`src/rtl/ndma_pkg.sv`:
```
// Shared types for the NDMA write manager: buffered write job and FSM state.
package ndma_pkg;

    localparam int unsigned ADDR_W = 32;
    localparam int unsigned DATA_W = 32;
    localparam int unsigned BE_W   = 4;

    // One buffered destination write
    typedef struct packed {
        logic [ADDR_W-1:0] addr;
        logic [DATA_W-1:0] wdata;
        logic [BE_W-1:0]   be;
    } wr_entry_t;

    // Write-issue FSM: wait for work, present address phase, await response
    typedef enum logic [1:0] {
        IDLE = 2'd0,
        ADDR = 2'd1,
        RESP = 2'd2
    } wr_state_t;

endpackage

```
`src/rtl/obi_bus.sv`:
```
// Minimal OBI bus bundle: address/write phase plus response phase.
interface OBI_BUS;

    logic        req;
    logic        gnt;
    logic [31:0] addr;
    logic        we;
    logic [3:0]  be;
    logic [31:0] wdata;
    logic [0:0]  aid;
    logic [0:0]  a_optional;
    logic        rvalid;
    logic [31:0] rdata;

    modport Manager (
        output req, addr, we, be, wdata, aid, a_optional,
        input  gnt, rvalid, rdata
    );

    modport Subordinate (
        input  req, addr, we, be, wdata, aid, a_optional,
        output gnt, rvalid, rdata
    );

endinterface

```
`src/rtl/ndma_fifo.sv`:
```
// Generic synchronous FIFO, power-of-two depth, registered storage.
// Push is ignored while full, pop is ignored while empty; the head entry
// only changes when it is popped.
module ndma_fifo #(
    parameter type         T     = logic,
    parameter int unsigned DEPTH = 2
) (
    input  logic clk_i,
    input  logic rst_ni,
    input  logic push_i,
    input  T     data_i,
    input  logic pop_i,
    output T     data_o,
    output logic full_o,
    output logic empty_o
);

    localparam int unsigned PTR_W = $clog2(DEPTH);
    localparam int unsigned OCC_W = PTR_W + 1;

    T                 mem [DEPTH];
    logic [PTR_W-1:0] wr_ptr;
    logic [PTR_W-1:0] rd_ptr;
    logic [OCC_W-1:0] occ;
    logic             do_push;
    logic             do_pop;

    assign do_push = push_i && !full_o;
    assign do_pop  = pop_i && !empty_o;
    assign full_o  = (occ == OCC_W'(DEPTH));
    assign empty_o = (occ == '0);
    assign data_o  = mem[rd_ptr];

    // Pointers wrap naturally at DEPTH; occupancy tracks push minus pop
    always_ff @(posedge clk_i) begin
        if (!rst_ni) begin
            wr_ptr <= '0;
            rd_ptr <= '0;
            occ    <= '0;
        end else begin
            if (do_push) begin
                wr_ptr <= wr_ptr + PTR_W'(1);
            end
            if (do_pop) begin
                rd_ptr <= rd_ptr + PTR_W'(1);
            end
            if (do_push && !do_pop) begin
                occ <= occ + OCC_W'(1);
            end else if (do_pop && !do_push) begin
                occ <= occ - OCC_W'(1);
            end
        end
    end

    // Entry storage; contents are don't-care until written
    always_ff @(posedge clk_i) begin
        if (do_push) begin
            mem[wr_ptr] <= data_i;
        end
    end

endmodule

```
`src/rtl/ndma_write_mgr.sv`:
```
// NDMA write manager: buffers write jobs from the read stage and issues
// them one at a time as OBI writes, keeping a single transaction in flight.
// Optional macro NDMA_WRITE_MGR_COUNT_EN compiles in a completed-write
// counter on wr_count_o; without it wr_count_o reads 0.
module ndma_write_mgr
    import ndma_pkg::*;
#(
    parameter int unsigned DEPTH   = 2,
    parameter int unsigned COUNT_W = 16
) (
    input  logic               clk_i,
    input  logic               rst_ni,
    input  logic               valid_i,
    input  logic [31:0]        addr_i,
    input  logic [31:0]        wdata_i,
    input  logic [3:0]         be_i,
    output logic               ready_o,
    output logic               busy_o,
    input  logic               clear_i,
    output logic [COUNT_W-1:0] wr_count_o,
    OBI_BUS.Manager            write_mgr
);

    wr_state_t state;
    logic      req_q;
    wr_entry_t push_entry;
    wr_entry_t head;
    logic      fifo_full;
    logic      fifo_empty;
    logic      push;
    logic      pop;
    logic      completion;
    logic      unused_rdata;

    assign push_entry = '{addr: addr_i, wdata: wdata_i, be: be_i};
    assign push       = valid_i && !fifo_full;
    assign pop        = (state == ADDR) && write_mgr.gnt;
    assign completion = (state == RESP) && write_mgr.rvalid;

    ndma_fifo #(
        .T     (wr_entry_t),
        .DEPTH (DEPTH)
    ) u_fifo (
        .clk_i   (clk_i),
        .rst_ni  (rst_ni),
        .push_i  (push),
        .data_i  (push_entry),
        .pop_i   (pop),
        .data_o  (head),
        .full_o  (fifo_full),
        .empty_o (fifo_empty)
    );

    // Issue FSM; req is registered alongside the state so it is high exactly in ADDR
    always_ff @(posedge clk_i) begin
        if (!rst_ni) begin
            state <= IDLE;
            req_q <= 1'b0;
        end else begin
            case (state)
                IDLE: begin
                    if (!fifo_empty) begin
                        state <= ADDR;
                        req_q <= 1'b1;
                    end
                end
                ADDR: begin
                    if (write_mgr.gnt) begin
                        state <= RESP;
                        req_q <= 1'b0;
                    end
                end
                RESP: begin
                    if (write_mgr.rvalid) begin
                        if (!fifo_empty) begin
                            state <= ADDR;
                            req_q <= 1'b1;
                        end else begin
                            state <= IDLE;
                        end
                    end
                end
                default: begin
                    state <= IDLE;
                    req_q <= 1'b0;
                end
            endcase
        end
    end

    // Address phase presents the FIFO head, which is held until popped
    assign write_mgr.req        = req_q;
    assign write_mgr.we         = 1'b1;
    assign write_mgr.addr       = head.addr;
    assign write_mgr.wdata      = head.wdata;
    assign write_mgr.be         = head.be;
    assign write_mgr.aid        = '0;
    assign write_mgr.a_optional = '0;

    // Read data of a write response carries nothing of interest
    assign unused_rdata = ^write_mgr.rdata;

    assign ready_o = !fifo_full;
    assign busy_o  = (state != IDLE) || !fifo_empty;

`ifdef NDMA_WRITE_MGR_COUNT_EN
    logic [COUNT_W-1:0] wr_count_q;

    // Completed-write counter; a completion coinciding with clear counts as the first
    always_ff @(posedge clk_i) begin
        if (!rst_ni) begin
            wr_count_q <= '0;
        end else if (clear_i) begin
            wr_count_q <= completion ? COUNT_W'(1) : '0;
        end else if (completion) begin
            wr_count_q <= wr_count_q + COUNT_W'(1);
        end
    end

    assign wr_count_o = wr_count_q;
`else
    logic unused_clear;
    logic unused_completion;

    assign unused_clear      = clear_i;
    assign unused_completion = completion;
    assign wr_count_o        = '0;
`endif

endmodule

```
`src/flat_wrapper.sv`:
```
// flat-port wrapper written by rule: the top's interface ports become plain ports
module ndma_write_mgr_flat import ndma_pkg::*;
#(
    parameter int unsigned DEPTH   = 2,
    parameter int unsigned COUNT_W = 16
)
  (clk_i, rst_ni, valid_i, addr_i, wdata_i, be_i, ready_o, busy_o, clear_i, wr_count_o, write_mgr_req, write_mgr_addr, write_mgr_we, write_mgr_be, write_mgr_wdata, write_mgr_aid, write_mgr_a_optional, write_mgr_gnt, write_mgr_rvalid, write_mgr_rdata);
  OBI_BUS write_mgr_i ();
  input  logic clk_i;
  input  logic rst_ni;
  input  logic valid_i;
  input  logic [31:0] addr_i;
  input  logic [31:0] wdata_i;
  input  logic [3:0] be_i;
  output logic ready_o;
  output logic busy_o;
  input  logic clear_i;
  output logic [COUNT_W-1:0] wr_count_o;
  output wire logic [$bits(write_mgr_i.req)-1:0] write_mgr_req;
  output wire logic [$bits(write_mgr_i.addr)-1:0] write_mgr_addr;
  output wire logic [$bits(write_mgr_i.we)-1:0] write_mgr_we;
  output wire logic [$bits(write_mgr_i.be)-1:0] write_mgr_be;
  output wire logic [$bits(write_mgr_i.wdata)-1:0] write_mgr_wdata;
  output wire logic [$bits(write_mgr_i.aid)-1:0] write_mgr_aid;
  output wire logic [$bits(write_mgr_i.a_optional)-1:0] write_mgr_a_optional;
  input wire logic [$bits(write_mgr_i.gnt)-1:0] write_mgr_gnt;
  input wire logic [$bits(write_mgr_i.rvalid)-1:0] write_mgr_rvalid;
  input wire logic [$bits(write_mgr_i.rdata)-1:0] write_mgr_rdata;
  assign write_mgr_req = write_mgr_i.req;
  assign write_mgr_addr = write_mgr_i.addr;
  assign write_mgr_we = write_mgr_i.we;
  assign write_mgr_be = write_mgr_i.be;
  assign write_mgr_wdata = write_mgr_i.wdata;
  assign write_mgr_aid = write_mgr_i.aid;
  assign write_mgr_a_optional = write_mgr_i.a_optional;
  assign write_mgr_i.gnt = write_mgr_gnt;
  assign write_mgr_i.rvalid = write_mgr_rvalid;
  assign write_mgr_i.rdata = write_mgr_rdata;
  ndma_write_mgr #(.DEPTH(DEPTH), .COUNT_W(COUNT_W)) u_core (.clk_i(clk_i), .rst_ni(rst_ni), .valid_i(valid_i), .addr_i(addr_i), .wdata_i(wdata_i), .be_i(be_i), .ready_o(ready_o), .busy_o(busy_o), .clear_i(clear_i), .wr_count_o(wr_count_o), .write_mgr(write_mgr_i));
endmodule
```
`config.mk`:
```
export PLATFORM = sky130hd
export DESIGN_NAME = ndma_write_mgr_flat
export DESIGN_NICKNAME = d
export VERILOG_FILES = /design/src/rtl/ndma_pkg.sv /design/src/rtl/obi_bus.sv /design/src/rtl/ndma_fifo.sv /design/src/rtl/ndma_write_mgr.sv /design/src/flat_wrapper.sv
export SDC_FILE = /design/constraint.sdc
export NUM_CORES = 1
export LEC_CHECK = 0
export CAP_MARGIN = 15
export CORE_UTILIZATION = 45
export CTS_CLUSTER_DIAMETER = 40
export DETAILED_ROUTE_END_ITERATION = 6
export PLACE_DENSITY = 0.8
export SLEW_MARGIN = 20
export SYNTH_ARGS = -nofsm -noshare
export SYNTH_HDL_FRONTEND = slang
export SYNTH_HIERARCHICAL = 1
export SYNTH_SLANG_ARGS = --single-unit
```
`constraint.sdc`:
```
create_clock -name clk_i -period 5.7 [get_ports clk_i]
set_clock_uncertainty 0.2 [all_clocks]
set_input_delay 1.14 -clock clk_i [delete_from_list [all_inputs] [get_ports clk_i]]
set_output_delay 1.14 -clock clk_i [all_outputs]
set_load 0.03 [all_outputs]
```
### Yosys cells after proc, flatten, opt, wreduce, memory -nomap -nowiden

Memory sizes are Yosys's and may differ from the RTL's. A register that Yosys moved wholly into a read port is not among the register bits.
Index checks and enable logic that the tools add are counted.

* flip-flop bits (word level): 7
* bits in writable memories: 136
* bits of input ports: 106
* output and inout port bits: 90
* word-level logic and storage cells: 48
* memories: 1

* $add $sub $neg: 4
* eq/ne operators: 6
* multiplexer cells: 15
* reduce and logical (&&, ||, !) cells: 17

Memory list
* u_core.u_fifo.mem: depth 2, bits a word 68, rd ports 1, clocked after memory_dff 1, write ports 1, line ndma_fifo.sv:21 `T mem [DEPTH];`

Operators by type and width (number)
* $mux W2: 5
* $mux W1: 8
* $logic_and A1 B1 Y1: 6
* $ne A2 B2 Y1 const B: 3
* $pmux W2 S3: 1
* $eq A2 B2 Y1 const B: 2
* $logic_not A1 Y1: 4
* $logic_not A2 Y1: 2
* $reduce_bool A2 Y1: 2
* $pmux W1 S3: 1
* $reduce_and A3 Y1: 1
* $add A1 B1 Y1 const B: 2
* $add A2 B1 Y2 const B: 1
* $eq A2 B1 Y1 const B: 1
* $reduce_and A2 Y1: 1
* $sub A2 B1 Y2 const B: 1
* $logic_or A1 B1 Y1: 1

### Logic depth before layout (Yosys ltp)

* depth in word-level cells: 8
* mapped depth: 9
* depth with buffers taken out: 9

### By module

The synthesis kept the hierarchy.

Modules (own cells, without submodules)
* ndma_fifo: times used 1, cells each 237, area an instance 5217.5 µm², sequential area each 4184.0 µm²
* ndma_write_mgr: times used 1, cells each 42, area an instance 324.1 µm², sequential area each 60.1 µm²

### Least setup slack after synthesis

Ideal clock, no wire load.

* path type: input to register
* start: input valid_i
* end: memory u_core/u_fifo/mem[0][0] in the netlist's numbering, enable pin
* setup time: 0.483 ns
* arrival time: 4.047 ns
* required time: 5.017 ns
* slack: 0.970 ns
* stages on the path: 3
* path buffers: 0
* cells stage by stage: nor2b_1 > inv_1 > nor3_2

* cells in the longest elaborated chain, start to end: 4

RTL lines
* start: declaration: line flat_wrapper.sv:11 `input logic valid_i;`
* $logic_and A1 B1 Y1: line ndma_write_mgr.sv:36 `assign push = valid_i && !fifo_full;`
* $logic_and A1 B1 Y1: line ndma_fifo.sv:28 `assign do_push = push_i && !full_o;`
* $mux W1: line ndma_fifo.sv:57 `if (do_push) begin`
* $mux W1 (not written as such): line ndma_fifo.sv:58 `mem[wr_ptr] <= data_i;`
* end: declaration: line ndma_fifo.sv:21

No other way between the ends.

==> impl_metrics.ini <==
[synth]
yosysMostFrequentCell = edfxtp_1
async_reset_ff_share_pct = 0
synth-seq-cells = 144
netlist_area_sq_um = 5542
syn_inst = 279
yosys-top-cells-count = 136 x edfxtp_1, 48 x mux2_2, 20 x mux2_4, 19 x buf_4, 8 x dfxtp_1
synth-edff-count = 136
yosysUniqueCellTypes = 33
synth_top_area_share_pct = 73.70
synth.area.top_cells = edfxtp_1 74%, mux2_2 9.8%, mux2_4 5.4%, dfxtp_1 2.9%, buf_4 2.6%
yosys_most_used_dff = edfxtp_1
yosysTopAreaCell = edfxtp_1
yosysSeqAreaShare_pct = 76.59
syn_area_per_cell_sq_um = 19.86
ys_warn_count = 6

[floorplan]
die_area_sq_um = 12760
start_util_pct = 46.14
fp-row-count = 40
die_h_um = 113.0
core_area_sq_um = 12010
dieWidth_um = 113.0
io_pins = 196

[timing]
worst_slew_pin_slew_ps = 1031
max_freq_mhz = 258.5
period_share_pct = 67.86
period_minus_slack_ps = 3868
maxSlewViolCount = 0
timing.slew.headroom_pct = 31.29
setup_viol = 0
hold_viol_final = 0
fin_setup_tns_ps = 0
timing.hold.ws_ps = 341.8
setup_ws_ps = 1832
grt_setup_unrepaired = no

[clock_network]
h-tree-depth = 4
clock_path_buffers = 2
clock-sinks = 144
cts_tree = yes
cts_root_buf = clkbuf_16
clk_pin_slew_worst_paths_ps = 50
cts_resized = 0
cts_buffers = 17
clk_latency_ps = 410
ctsHoldBuffers = 0
postCtsSetupBuffers = 0

[worst_setup_path]
critical_path_class = flop to output pin
cpPeakStageDelay_ps = 1010
cpMaxStageDelayCell = dfxtp_4
critPathRequiredTime_ps = 4360
crit_chain = mux2_2, clkdlybuf4s50_1
crit_path_end_kind = output pin
crit_arrival_ps = 2530
worstSetupStartpointType = flop
cp_max_fo = 68

[placement]
place_ws_ps = 2247
port_buffers = 143
placed_area_sq_um = 7042
place_inst = 560
gp_congestion = 0.6429
dp_hpwl_mm = 5.894

[route]
first_iter_violations = 131
wire_per_inst_um = 16.40
viasPerCell = 4.814
wirelength_met1_mm = 3.921
routed-wl-met2_mm = 4.998
dr_wl_met3_um = 694
drc = 0
wirelength_mm = 9.710
ant_nets = 0
dr.pass1.iters = 4
vias = 2850
top_layer = met4

[layout]
utilization_pct = 63.64
syn2layout_area_growth_pct = 37.93
design_area_sq_um = 7644
nets = 539
antennaDiodeCount = 0
layout.cells.non_filler = 592
drive_gt1_share_pct = 23.60

[power]
p_leak_nw = 2.658
total_power_mw = 3.606
vdd_ir_drop_max_uv = 227.2
powerDensity_nw_per_um2 = 471.7

[run_status]
status = complete, no violations

[run]
drv_cap = 0

[global_routing]
grt_usage_pct = 16.22
grt_max_degree = 70
antenna_found_initial = 0
grt-ovfl-total = 0
grt_first_pass_wirelength_mm = 15.08
grt_pass1_vias = 3035

[hold_path]
holdCritPathClass = flop to flop
-- layer usage --
metal	global-route usage, %	vias up
met1	18.08	1395
met2	26.95	107
met5	0	-
met4	7.193	0
li1	-	1339
met3	7.231	9
-- flip-flops by register name (all words and copies together), names as in the netlist, named ones only --
| name | count |
|---|---|
| u_core/u_fifo/wr_ptr | 1 |
| u_core/u_fifo/rd_ptr | 1 |
| u_core/u_fifo/occ | 2 |
| u_core/u_fifo/mem | 136 |
| u_core/write_mgr.req | 1 |
| u_core/state | 2 |
-- cell usage in the layout (no fill, tap or decap), drive strengths merged, types with 2 or more instances in the layout --
| cell type | instances |
|---|---|
| a21boi | 2 |
| a21oi | 3 |
| and2 | 3 |
| bufinv | 3 |
| clkbuf | 22 |
| clkdlybuf4s50 | 143 |
| clkinv | 2 |
| clkinvlp | 5 |
| conb | 19 |
| dfxtp | 8 |
| edfxtp | 136 |
| inv | 6 |
| mux2 | 68 |
| nand2b | 3 |
| nor2 | 4 |
| o21a | 2 |
| o21ai | 2 |
| or3 | 2 |
| xnor2 | 2 |
-- worst max-delay path, delay by kind of cell (launching register included) --
kind | cells | cell delay, ps
buffers and inverters | 1 | 610
flip-flops | 1 | 1010
multiplexers | 1 | 420
-- worst paths after layout --
kind / start / end / slack (ps) / cells after the start
worst max-delay path: flop / write_mgr_addr[31] / 1830 / 2
worst min-delay path: u_core/u_fifo/occ[1] / u_core/u_fifo/occ[1] / 340 / 2
worst max register to register: u_core/u_fifo/occ[0] / u_core/u_fifo/mem[0][0] / 3170 / 6
worst min register to register: u_core/u_fifo/occ[1] / u_core/u_fifo/occ[1] / 340 / 2
-- cell type report --
cell class / instances / area [sq um]
fill: 883 / 4368
sequential: 144 / 4248
timing repair buffer: 144 / 1439
multi-input combinational: 119 / 1149
clock buffer: 22 / 464.2
tap: 147 / 183.9
clock inverter: 10 / 137.6
inverter: 6 / 22.52
-- logic make-up (layout without fill, tap and decap cells) --
group / count (synthesis) / count (layout) / share of synthesized area [%]
flip-flops: 144 / 144 / 76.59
AO/OA/AOI/OAI: 11 / 11 / 1.400
AND/OR/NAND/NOR: 17 / 17 / 1.964
adder cells (fa/ha/maj): 1 / 1 / 0.2257
multiplexers: 68 / 68 / 15.17
XOR/XNOR: 3 / 3 / 0.4742
buffers and inverters: 33 / 182 / 4.041
other: 2 / 19 / 0.1355
-- report_power, final --
part | switching, mW | leakage, nW | internal, mW
logic | 0.566 | 1.05 | 0.454
clock network | 0.406 | 0.278 | 0.709
registers | 0.0823 | 1.33 | 1.39
total | 1.05 | 2.66 | 2.55
Note: power is estimated with default switching activity, not from simulation.
